`src/rtl/ex_muldiv_unit.sv`:
```
// Iterative 32-bit multiply/divide unit for the EX stage.
// MULT/MULTU use shift-add and DIV/DIVU use restoring shift-subtract, one step per clock.
// The step runs on operand magnitudes; the sign is corrected in FIXUP before HI/LO are written.
// stall_req holds the pipeline from the accepting cycle until the result is committed.
module ex_muldiv_unit #(
  parameter int WIDTH = 32,
  parameter int CNT_W = 6
) (
  input  logic             clk,
  input  logic             reset,
  input  logic             start,
  input  logic [1:0]       op,
  input  logic [WIDTH-1:0] src_a,
  input  logic [WIDTH-1:0] src_b,
  input  logic             flush,
  output logic             busy,
  output logic             stall_req,
  output logic             done,
  output logic             div_by_zero,
  output logic [WIDTH-1:0] hi,
  output logic [WIDTH-1:0] lo
);

  typedef enum logic [1:0] {IDLE, CALC, FIXUP, DONE} state_t;

  state_t           state;
  logic [CNT_W-1:0] count;

  // Working registers. They are loaded when an op is accepted, so they need no reset.
  logic             is_div;
  logic             is_signed;
  logic             neg_a;
  logic             neg_b;
  logic             b_zero;
  logic [WIDTH-1:0] a_raw;
  logic [WIDTH-1:0] b_mag;
  logic [WIDTH-1:0] low;
  logic [WIDTH:0]   acc;

  logic             accept;
  logic [WIDTH:0]   add_sum;
  logic [WIDTH:0]   rem_sh;
  logic [WIDTH:0]   diff;
  logic [WIDTH:0]   acc_nxt;
  logic [WIDTH-1:0] low_nxt;
  logic [WIDTH-1:0] hi_fix;
  logic [WIDTH-1:0] lo_fix;
  logic [2*WIDTH-1:0] prod_fix;

  // The magnitude of 0x80000000 wraps to 0x80000000, which reads correctly as unsigned 2^31.
  function automatic logic [WIDTH-1:0] abs_val(input logic signed [WIDTH-1:0] v,
                                              input logic sgn);
    return (sgn && v[WIDTH-1]) ? -v : v;
  endfunction

  function automatic logic [WIDTH-1:0] neg_w(input logic signed [WIDTH-1:0] v, input logic n);
    return n ? -v : v;
  endfunction

  function automatic logic [2*WIDTH-1:0] neg_2w(input logic signed [2*WIDTH-1:0] v,
                                               input logic n);
    return n ? -v : v;
  endfunction

  assign accept    = (state == IDLE) && start && !flush;
  assign busy      = (state != IDLE);
  assign stall_req = accept || (state == CALC) || (state == FIXUP);

  // Perform one iteration step.
  // mul: {acc,low} is the running product, with low starting as the multiplier.
  // div: acc is the partial remainder, and low moves from dividend to quotient.
  always_comb begin
    add_sum = low[0] ? (acc + {1'b0, b_mag}) : acc;
    rem_sh  = {acc[WIDTH-1:0], low[WIDTH-1]};
    diff    = rem_sh - {1'b0, b_mag};
    acc_nxt = {1'b0, add_sum[WIDTH:1]};
    low_nxt = {add_sum[0], low[WIDTH-1:1]};
    if (is_div) begin
      if (!diff[WIDTH]) begin
        acc_nxt = diff;
        low_nxt = {low[WIDTH-2:0], 1'b1};
      end else begin
        acc_nxt = rem_sh;
        low_nxt = {low[WIDTH-2:0], 1'b0};
      end
    end
  end

  // Sign-correct the raw result.
  // Divide by zero bypasses the correction and reports all-ones / dividend.
  always_comb begin
    prod_fix = neg_2w({acc[WIDTH-1:0], low}, is_signed && (neg_a ^ neg_b));
    hi_fix   = prod_fix[2*WIDTH-1:WIDTH];
    lo_fix   = prod_fix[WIDTH-1:0];
    if (is_div) begin
      if (b_zero) begin
        hi_fix = a_raw;
        lo_fix = '1;
      end else begin
        hi_fix = neg_w(acc[WIDTH-1:0], is_signed && neg_a);
        lo_fix = neg_w(low, is_signed && (neg_a ^ neg_b));
      end
    end
  end

  // Load the operands when an op is accepted, then step the datapath once per CALC cycle.
  always_ff @(posedge clk) begin
    if (accept) begin
      is_div    <= op[1];
      is_signed <= ~op[0];
      neg_a     <= ~op[0] & src_a[WIDTH-1];
      neg_b     <= ~op[0] & src_b[WIDTH-1];
      b_zero    <= (src_b == '0);
      a_raw     <= src_a;
      b_mag     <= abs_val(src_b, ~op[0]);
      low       <= abs_val(src_a, ~op[0]);
      acc       <= '0;
    end else if (state == CALC) begin
      acc <= acc_nxt;
      low <= low_nxt;
    end
  end

  // Control FSM.
  // hi/lo commit on the FIXUP exit edge, and done/div_by_zero are registered one-cycle pulses.
  always_ff @(posedge clk or negedge reset) begin
    if (!reset) begin
      state       <= IDLE;
      count       <= '0;
      hi          <= '0;
      lo          <= '0;
      done        <= 1'b0;
      div_by_zero <= 1'b0;
    end else begin
      done        <= 1'b0;
      div_by_zero <= 1'b0;
      case (state)
        IDLE: begin
          if (accept) begin
            state <= CALC;
            count <= '0;
          end
        end
        CALC: begin
          if (flush) begin
            state <= IDLE;
          end else if (count == CNT_W'(WIDTH - 1)) begin
            state <= FIXUP;
          end else begin
            count <= count + 1'b1;
          end
        end
        FIXUP: begin
          if (flush) begin
            state <= IDLE;
          end else begin
            hi          <= hi_fix;
            lo          <= lo_fix;
            done        <= 1'b1;
            div_by_zero <= is_div & b_zero;
            state       <= DONE;
          end
        end
        DONE: begin
          state <= IDLE;
        end
        default: begin
          state <= IDLE;
        end
      endcase
    end
  end

endmodule

```
`config.mk`:
```
export PLATFORM = sky130hd
export DESIGN_NAME = ex_muldiv_unit
export DESIGN_NICKNAME = d
export VERILOG_FILES = /design/src/rtl/ex_muldiv_unit.sv
export SDC_FILE = /design/constraint.sdc
export NUM_CORES = 1
export LEC_CHECK = 0
export CAP_MARGIN = 20
export CORE_AREA = 2 2 185 151
export DETAILED_ROUTE_END_ITERATION = 8
export DIE_AREA = 0 0 187 153
export GPL_TIMING_DRIVEN = 0
export PLACE_DENSITY_LB_ADDON = 0.12
export SYNTH_ARGS = -nofsm -noshare
export SYNTH_HDL_FRONTEND = slang
export SYNTH_SLANG_ARGS = --single-unit
```
`constraint.sdc`:
```
create_clock -name clk -period 5.1 [get_ports clk]
set_input_delay 0.765 -clock clk [delete_from_list [all_inputs] [get_ports clk]]
set_output_delay 0.765 -clock clk [all_outputs]
set_load 0.02 [all_outputs]
```
Yosys cells after proc, flatten, opt, wreduce, memory -nomap -nowiden:

Index checks and enable logic that the tools add are counted.

* register bits after elaboration: 208
* input bits: 70
* output and inout bits: 68
* logic and storage cells: 83

* add/subtract/negate cells: 8
* equal/unequal tests: 8
* muxes and demuxes: 29
* bitwise logic cells: 6
* reduce and logical (&&, ||, !) cells: 17

Operators with widths (number)
* two-way mux 32 bit: 11
* negation 32 bit: 4
* two-way mux 33 bit: 3
* two-way mux 64 bit: 1
* negation 64 bit: 1
* adder 33 x 32 -> 33 bit: 1
* subtractor 33 x 32 -> 33 bit: 1
* logical NOT 32 bit: 1
* two-way mux 6 bit: 3
* one-hot mux 6 bit (2 select lines): 1
* two-way mux 2 bit: 4
* one-hot mux 2 bit (4 select lines): 1
* adder 6 x 1 -> 6 bit (second input constant): 1
* == test 6 x 5 -> 1 bit (second input constant): 1
* logical AND 1 bit: 6
* != test 2 bit (second input constant): 3
* nonzero test 2 bit: 3
* two-way mux 1 bit: 5
* == test 2 bit (second input constant): 2
* AND reduction 2 bit: 2
* AND reduction 4 bit: 1
* bitwise AND 1 bit: 3
* != test 3 x 2 -> 1 bit (second input constant): 1
* == test 2 x 1 -> 1 bit (second input constant): 1
* other kinds (5): 7

Depth between registers and ports, before layout:

Gate-level depths: netlist of run 1.

* depth in word-level cells: 5
* depth in mapped cells: 21
* depth with buffers taken out: 19

Worst setup path after synthesis of run 1:

OpenSTA, ideal clock, no wires.

* path type: input port to flip-flop
* from: in flush
* to: reg a_raw[0], enable pin
* setup time: 460 ps
* data arrival time: 3560 ps
* required time: 4640 ps
* path slack: 1080 ps
* stages: 5
* buffers on the path: 2
* path through: nor2_1 > nand3b_1 > inv_1 > clkbuf_1 > buf_1

* longest elaborated chain between the ends: 2

RTL lines
* start: declaration: RTL line 15 `input logic flush,`
* logical NOT 1 bit: RTL line 65 `assign accept = (state == IDLE) && start && !flush;`
* logical AND 1 bit: RTL line 65
* net accept: RTL line 40 `logic accept;`
* end signal: assignment: RTL line 114 `a_raw <= src_a;`
* end: declaration: RTL line 35 `logic [WIDTH-1:0] a_raw;`

The timed path passes the listed nets, and every way through them passes these cells.
A chain may end at the register's enable or synchronous reset.

Worst setup path in the final report of run 1:

* from: reg low[31]
* to: reg acc[28]

* longest elaborated chain between the ends: 3

RTL lines
* start: declaration: RTL line 37 `logic [WIDTH-1:0] low;`
* start signal: assignment: RTL line 116 `low <= abs_val(src_a, ~op[0]);`
* start signal: assignment: RTL line 120 `low <= low_nxt;`
* subtractor 33 x 32 -> 33 bit: RTL line 75 `diff = rem_sh - {1'b0, b_mag};`
* two-way mux 33 bit: RTL line 79 `if (!diff[WIDTH]) begin`
* two-way mux 33 bit: RTL line 78 `if (is_div) begin`
* end signal: assignment: RTL line 119 `acc <= acc_nxt;`
* end: declaration: RTL line 38 `logic [WIDTH:0] acc;`

No other way between the ends.

==> summary.md, run 1 <==
| Metric | Value |
|---|---|
| Status | `complete, no violations` |
| I/O pin cnt | `138` |
| Switching share of power | `0.4473` |
| Mapped Cells | `1825` |
| Worst relative slew slack | `0.2983` |
| CTS tree | `built` |
| CTS root buffer | `clkbuf_16` |
| First-pass GRT wire length | `81540 um` |
| Pwr/cell area | `551.1 mW/mm2` |
| Crit. Startpoint | `low[31]$_DFFE_PP_` |
| Initial antenna violation count | `0` |
| Seq/Total Area, Yosys | `0.3571` |
| Clock power share | `0.172` |
| Required time worst endpoint | `5.49 ns` |
| F_max | `206.6 MHz` |
| Die area | `0.02861 mm2` |
| Layout area overhead | `17.39%` |
| Crit-path slowest cell | `edfxtp_1` |
| Avg Cell Area, Syn | `8.508 um2` |
| # setup viols final | `0` |
| Largest net degree at the start of global routing | `67` |
| Routed WL per cell | `22.32 um` |
| Nets | `2133` |
| FF-to-FF End | `acc[28]$_SDFFE_PP0P_` |
| Most frequent cells in the layout | `nand2_1, o21ai_0, a21oi_1` |
| Row cnt | `54` |
| Final Skew | `0.01767 ns` |
| P_sw | `4.493 mW` |
| GPL Wtd Cong | `1.027` |
| Crit path to | `acc[28]$_SDFFE_PP0P_` |
| Top FF cell, synth | `edfxtp_1` |
| Clock Tree Buf Depth | `3` |
| Int Power | `5.553 mW` |
| Asr flop ratio synth | `0.3558` |
| Cell Chain, Critical Path | `inv_2 -> ha_1 -> fa_1 -> nor2b_1 -> o31ai_2 -> a31oi_1 -> nor3_2 -> o2111ai_1 -> a31oi_2 -> nor2b_1 -> o21a_1 -> o21ai_0 -> nand2b_1 -> ha_4 -> clkbuf_4 -> clkbuf_4 -> o32ai_1 -> a22oi_1 -> o211ai_1` |
| Core area | `0.02682 mm2` |
| Multi-input logic area | `0.009309 mm2` |
| Ant diodes | `0` |
| PortBufs | `137` |
| DR vias/cell | `6.374` |
| Reg2Reg Depth | `19` |
| Placed Area | `0.01742 mm2` |
| Internal reg-to-reg setup slack | `0.26 ns` |
| Synth Warn # | `0` |
| CP Max Fanout | `10` |
| Max_cap viols | `0` |
| Filler Cells Inserted | `2248` |
| Number of register bits inferred by synthesis | `208` |
| Residual DRC count | `0` |
| Detailed-router iteration count before antenna repair | `8` |
| Part of the cycle the worst path needs | `0.9489` |
| Clock Latency Late Sink | `0.52 ns` |
| DRT iter0 DRCs | `1926` |
| Area of the mapped netlist | `0.01553 mm2` |
| Max-slew violations | `0` |
| Delay-heaviest family, CP | `compound AO/OA/AOI/OAI gates` |
| CTS Buf Count | `23` |
| Die W | `187 um` |
| Logic pwr share | `0.555` |
| Number of cells on the critical path | `19` |
| Total Wirelength | `52910 um` |
| Netlist cell types | `85` |
| Total track usage | `0.3627` |
| H-tree levels | `1` |
| Most common cell after layout, fill and taps aside | `nand2_1` |
| Worst r2r src | `low[31]$_DFFE_PP_` |
| Grt total ovfl | `0` |
| Critical Path Sink Type | `flop` |
| Share of layout cells above drive strength 1 | `0.04985` |
| Critical Path Max Stage Delay | `0.52 ns` |
| RSZ-0062 raised after global routing | `false` |
| Flop pwr share | `0.273` |
| Vias in the first global route | `14310` |
| Register area | `0.005545 mm2` |
| Final min period | `4.839 ns` |
| Hold Vio Cnt, Final | `0` |
| Hold buffers post-CTS | `0` |
| Post-Route Setup TNS | `0 ns` |
| HPWL Detailed | `40300 um` |
| Number of enable flip-flop cells after synthesis | `101` |
| Final Power | `10.05 mW` |
| Die height | `153 um` |
| Final core utilization | `0.6795` |
| WP data arrival | `5.23 ns` |
| Buffers & Inverters on Critical Path | `3` |
| Crit path kind | `flop to flop` |
| Worst-Margin Slew | `1.049 ns` |
| Detailed-route via count | `15110` |
| Initial Utilization | `0.5789` |
| Maximum VDD drop | `0.0003405 V` |
| Syn nets | `1968` |
| CTS Sinks | `208` |
| Post-route ant nets | `0` |
| Worst-path clk slew | `0.06 ns` |
| Final instance area | `0.01823 mm2` |
| Cell leakage power | `7.279 nW` |
| Startpoint types | `flop` |
| Hold crit path type | `input port to asynchronous set/reset pin` |
==> final cells by class <==
class / count / share of cell area
plain buffers: 103 / 0.02581
clock buffers: 31 / 0.03604
clock inverters: 10 / 0.005835
inverters: 64 / 0.01318
multi-input cells: 1449 / 0.5107
flip-flops and latches: 208 / 0.3042
well taps: 364 / 0.02499
repair buffers: 141 / 0.07921
==> worst register-to-register path, stage by stage (launching register included) <==
cell and delay [ns]:
edfxtp_1 0.52, inv_2 0.23, ha_1 0.22, fa_1 0.22
nor2b_1 0.08, o31ai_2 0.27, a31oi_1 0.25, nor3_2 0.37
o2111ai_1 0.26, a31oi_2 0.27, nor2b_1 0.08, o21a_1 0.16
o21ai_0 0.14, nand2b_1 0.20, ha_4 0.41, clkbuf_4 0.28
clkbuf_4 0.28, o32ai_1 0.11, a22oi_1 0.24, o211ai_1 0.12
==> metal layers <==
layer	vias up	track usage	part of all wire
li1	6938	-	-
met3	78	0.08703	0.12
met1	7254	0.5458	0.45
met5	-	0	0
met4	0	0.07294	0.020
met2	837	0.5302	0.42
==> cells by family (layout without fill, tap and decap cells) <==
group / after synthesis / after routing / share of synthesized area
xor+xnor: 177 / 177 / 0.09984
compound gates: 571 / 571 / 0.2239
mux: 62 / 62 / 0.04029
simple gates: 566 / 566 / 0.1739
fa+ha+maj: 73 / 73 / 0.05979
flops: 208 / 208 / 0.3571
buf+inv: 168 / 349 / 0.04520
==> state kept, by name, summed over array words and instances, names as in the netlist, 2 cells and up <==
register / flops
a_raw: 32
acc: 33
b_mag: 32
count: 6
hi: 32
lo: 32
low: 32
state: 2
==> per-stage QoR <==
step | hold WS, ns | setup slack (ns) | cells
floorplan | 0.4654 | 1.080 | 1825
global placement | 0.4633 | -1.106 | 2326
detailed placement | 0.4696 | -0.9203 | 2329
CTS | 0.07278 | 0.02314 | 2369
global route | 0.07780 | 0.01880 | 2370
finish | 0.07589 | 0.2605 | 2370
==> power by group through the flow <==
stage               clock, mW  sequential (mW)  combinational, mW
detailed placement          0             2.75               5.36
floorplan                   0             2.91               3.40
global route             1.79             2.79               6.05
CTS                      1.73             2.73               5.41
global placement            0             2.75               5.25
finish                   1.73             2.74               5.57
==> worst min-delay path by stage <==
stage                             from                    to  slack [ns]  cells past startpoint
global route                     reset  count[5]$_DFFE_PN0P_        0.08                      1
global placement    hi[29]$_DFFE_PN0P_    hi[29]$_DFFE_PN0P_        0.46                      2
CTS                              reset  count[3]$_DFFE_PN0P_        0.07                      1
floorplan                        reset  count[0]$_DFFE_PN0P_        0.47                      0
finish                           reset  count[3]$_DFFE_PN0P_        0.08                      1
detailed placement  hi[29]$_DFFE_PN0P_    hi[29]$_DFFE_PN0P_        0.47                      2
==> synthesized netlist by cell type, types with 14 or more instances <==
master	instances	area (um2)
nand2_1	204	765.7
o21ai_0	180	900.9
nand3_1	35	175.2
dfrtp_1	74	1852
clkbuf_1	76	285.3
buf_1	14	52.55
nor3_1	36	180.2
nor4_1	17	106.4
nand2b_1	18	112.6
ha_1	71	888.4
o31ai_1	26	195.2
inv_1	61	229.0
edfxtp_1	101	3033
nor2_1	152	570.6
xor2_1	75	656.9
o21a_1	15	112.6
a21oi_1	175	875.8
dfxtp_1	33	660.6
o211ai_1	16	120.1
xnor2_1	102	893.4
mux2i_1	58	580.6
a31oi_1	20	125.1
a21o_1	23	172.7
a211oi_1	32	240.2
nor2b_1	23	143.9
==> what timing repair did <==
item                                   in CTS  in global routing
setup endpoints to repair                  31                 31
endpoints found under the hold margin       0                  0
buffers inserted                            0                  1
resized for setup                           6                 12
pin swaps                                   1                  1
Power figures use the tool's default switching activity.
==> inputs of run 2 (changes only) <==
Settings changed: CORE_AREA 2 2 185 151 to 2 2 166 168, DIE_AREA 0 0 187 153 to 0 0 168 170.
==> summary.md, run 2 (same netlist as run 1, synthesis figures left out) <==
| Metric | Value |
|---|---|
| Most frequent cells in the layout | `nand2_1, o21ai_0, a21oi_1` |
| Die height | `170 um (+11%)` |
| HPWL Detailed | `39540 um (-1.9%)` |
| Initial Utilization | `0.5826 (+0.003750)` |
| Total track usage | `0.3642 (+0.001588)` |
| Routed WL per cell | `22.25 um (-0.33%)` |
| Initial antenna violation count | `0 (unchanged)` |
| Most common cell after layout, fill and taps aside | `nand2_1` |
| CTS root buffer | `clkbuf_16` |
| Multi-input logic area | `0.009305 mm2 (about the same)` |
| Startpoint types | `flop` |
| F_max | `207.4 MHz (+0.39%)` |
| Final Power | `10.12 mW (+0.72%)` |
| H-tree levels | `1 (unchanged)` |
| GPL Wtd Cong | `0.9783 (-4.8%)` |
| Residual DRC count | `0 (unchanged)` |
| Layout area overhead | `17.63%` |
| Hold crit path type | `input port to asynchronous set/reset pin` |
| Crit path kind | `flop to flop` |
| Clock Tree Buf Depth | `3 (unchanged)` |
| Largest net degree at the start of global routing | `69 (+3.0%)` |
| Row cnt | `60 (+11%)` |
| Status | `complete, no violations` |
| Required time worst endpoint | `5.53 ns (+0.04 ns)` |
| RSZ-0062 raised after global routing | `false` |
| Detailed-route via count | `14970 (-0.91%)` |
| CTS tree | `built` |
| Hold Vio Cnt, Final | `0 (unchanged)` |
| DR vias/cell | `6.365 (-0.15%)` |
| Core area | `0.02665 mm2 (-0.64%)` |
| Die area | `0.02856 mm2 (-0.18%)` |
| Ant diodes | `0 (unchanged)` |
| Critical Path Sink Type | `flop` |
| First-pass GRT wire length | `80460 um (-1.3%)` |
| Logic pwr share | `0.546 (-0.009)` |
| Maximum VDD drop | `0.0004185 V (+23%)` |
| Worst relative slew slack | `0.2429 (-0.05540)` |
| Post-route ant nets | `0 (unchanged)` |
| Largest register by flop count | `acc` |
| WP data arrival | `5.25 ns (+0.02 ns)` |
| Hold buffers post-CTS | `0 (unchanged)` |
| I/O pin cnt | `138 (unchanged)` |
| Total Wirelength | `52330 um (-1.1%)` |
| P_sw | `4.502 mW (+0.20%)` |
| Die W | `168 um (-10%)` |
| Flop pwr share | `0.271 (-0.002)` |
| Worst-Margin Slew | `1.127 ns (+0.07831 ns)` |
| Final min period | `4.821 ns (-0.01893 ns)` |
| Clock power share | `0.183 (+0.011)` |
| Share of layout cells above drive strength 1 | `0.04973 (-0.0001239)` |
| Part of the cycle the worst path needs | `0.9452 (-0.003712)` |
| Final Skew | `0.01358 ns (-0.004092 ns)` |
| CTS Buf Count | `25 (+8.7%)` |
| Max-slew violations | `0 (unchanged)` |
| CP Max Fanout | `10 (unchanged)` |
| PortBufs | `137 (unchanged)` |
| Grt total ovfl | `0 (unchanged)` |
| Cell leakage power | `7.311 nW (+0.43%)` |
| CTS Sinks | `208 (unchanged)` |
| Clock Latency Late Sink | `0.56 ns (+0.04 ns)` |
| Max_cap viols | `0 (unchanged)` |
| Max FFs per register | `33 (unchanged)` |
| Int Power | `5.616 mW (+1.1%)` |
| Switching share of power | `0.4449 (-0.002315)` |
| Pwr/cell area | `553.9 mW/mm2 (+0.51%)` |
| DRT iter0 DRCs | `1686 (-12%)` |
| Nets | `2135 (+0.094%)` |
| Final hold slack | `0.02796 ns (-0.04793 ns)` |
| Vias in the first global route | `14390 (+0.62%)` |
| Register area | `0.005545 mm2 (unchanged)` |
| # setup viols final | `0 (unchanged)` |
| Detailed-router iteration count before antenna repair | `5 (-3)` |
| Worst-path clk slew | `0.06 ns (about the same)` |
| Filler Cells Inserted | `2234 (-0.62%)` |
## run 2: what timing repair did
action                     in CTS  in global routing
pin swaps                       0                  1
resized for setup               5                  6
setup endpoints to repair      31                 32
buffers inserted                0                  1
## run 2: per-stage QoR
| step | cell area, um2 | setup WS, ns | setup TNS [ns] | util | std cells |
|---|---|---|---|---|---|
| floorplan | 15530 | 1.080 | 0 | - | 1825 |
| global placement | 17330 | -1.237 | -103.22 | 0.6501 | 2303 |
| detailed placement | 17390 | -0.7545 | -11.84 | 0.6526 | 2306 |
| CTS | 18240 | 0.02109 | 0 | 0.6843 | 2351 |
| global route | 18270 | 0.05982 | 0 | 0.6854 | 2352 |
| finish | 18270 | 0.2795 | 0 | 0.6854 | 2352 |
## run 2: final cells by class
type	instances	share of cell area
buffer	103	0.02548
clock buffer	35	0.03905
clock inverter	11	0.006850
inverter	64	0.01315
multi-input combinational	1449	0.5095
sequential	208	0.3036
tap	341	0.02336
timing repair buffer	141	0.07905
## run 2: worst paths after layout
check | from | to | slack [ns] | cells after the start
min reg2reg | hi[25]$_DFFE_PN0P_ | hi[25]$_DFFE_PN0P_ | 0.48 | 2
min in group clk | hi[25]$_DFFE_PN0P_ | hi[25]$_DFFE_PN0P_ | 0.48 | 2
max in group asynchronous | reset | hi[6]$_DFFE_PN0P_ | 4.49 | 2
max reg2reg | low[31]$_DFFE_PP_ | acc[28]$_SDFFE_PP0P_ | 0.28 | 19
max | low[31]$_DFFE_PP_ | acc[28]$_SDFFE_PP0P_ | 0.28 | 19
min | reset | count[2]$_DFFE_PN0P_ | 0.03 | 1
## run 2: worst max-delay path, stage by stage (launching register included)
cell       delay [ns]
edfxtp_1         0.51
inv_2            0.23
ha_1             0.24
fa_1             0.22
nor2b_1          0.08
o31ai_2          0.29
a31oi_2          0.23
nor3_4           0.25
o2111ai_1        0.21
a31oi_1          0.31
nor2b_1          0.09
o21a_1           0.17
o21ai_0          0.14
nand2b_1         0.15
ha_2             0.50
clkbuf_4         0.30
clkbuf_2         0.31
o32ai_1          0.15
a22oi_1          0.18
o211ai_1         0.11
## run 2: power groups by stage
stage	registers, mW	logic, mW	clock network [mW]
after global placement	2.76	5.24	0
after CTS	2.73	5.39	1.86
after floorplan	2.91	3.40	0
final	2.74	5.52	1.85
after global routing	2.79	6.00	1.93
after detailed placement	2.76	5.34	0
## run 2: metal layers
layer	track usage	vias to the layer above	wire, um
li1	-	6963	-
met1	0.5105	7157	22640
met2	0.5640	745	22670
met3	0.08093	105	5483
met4	0.1138	0	1544
met5	0	-	0
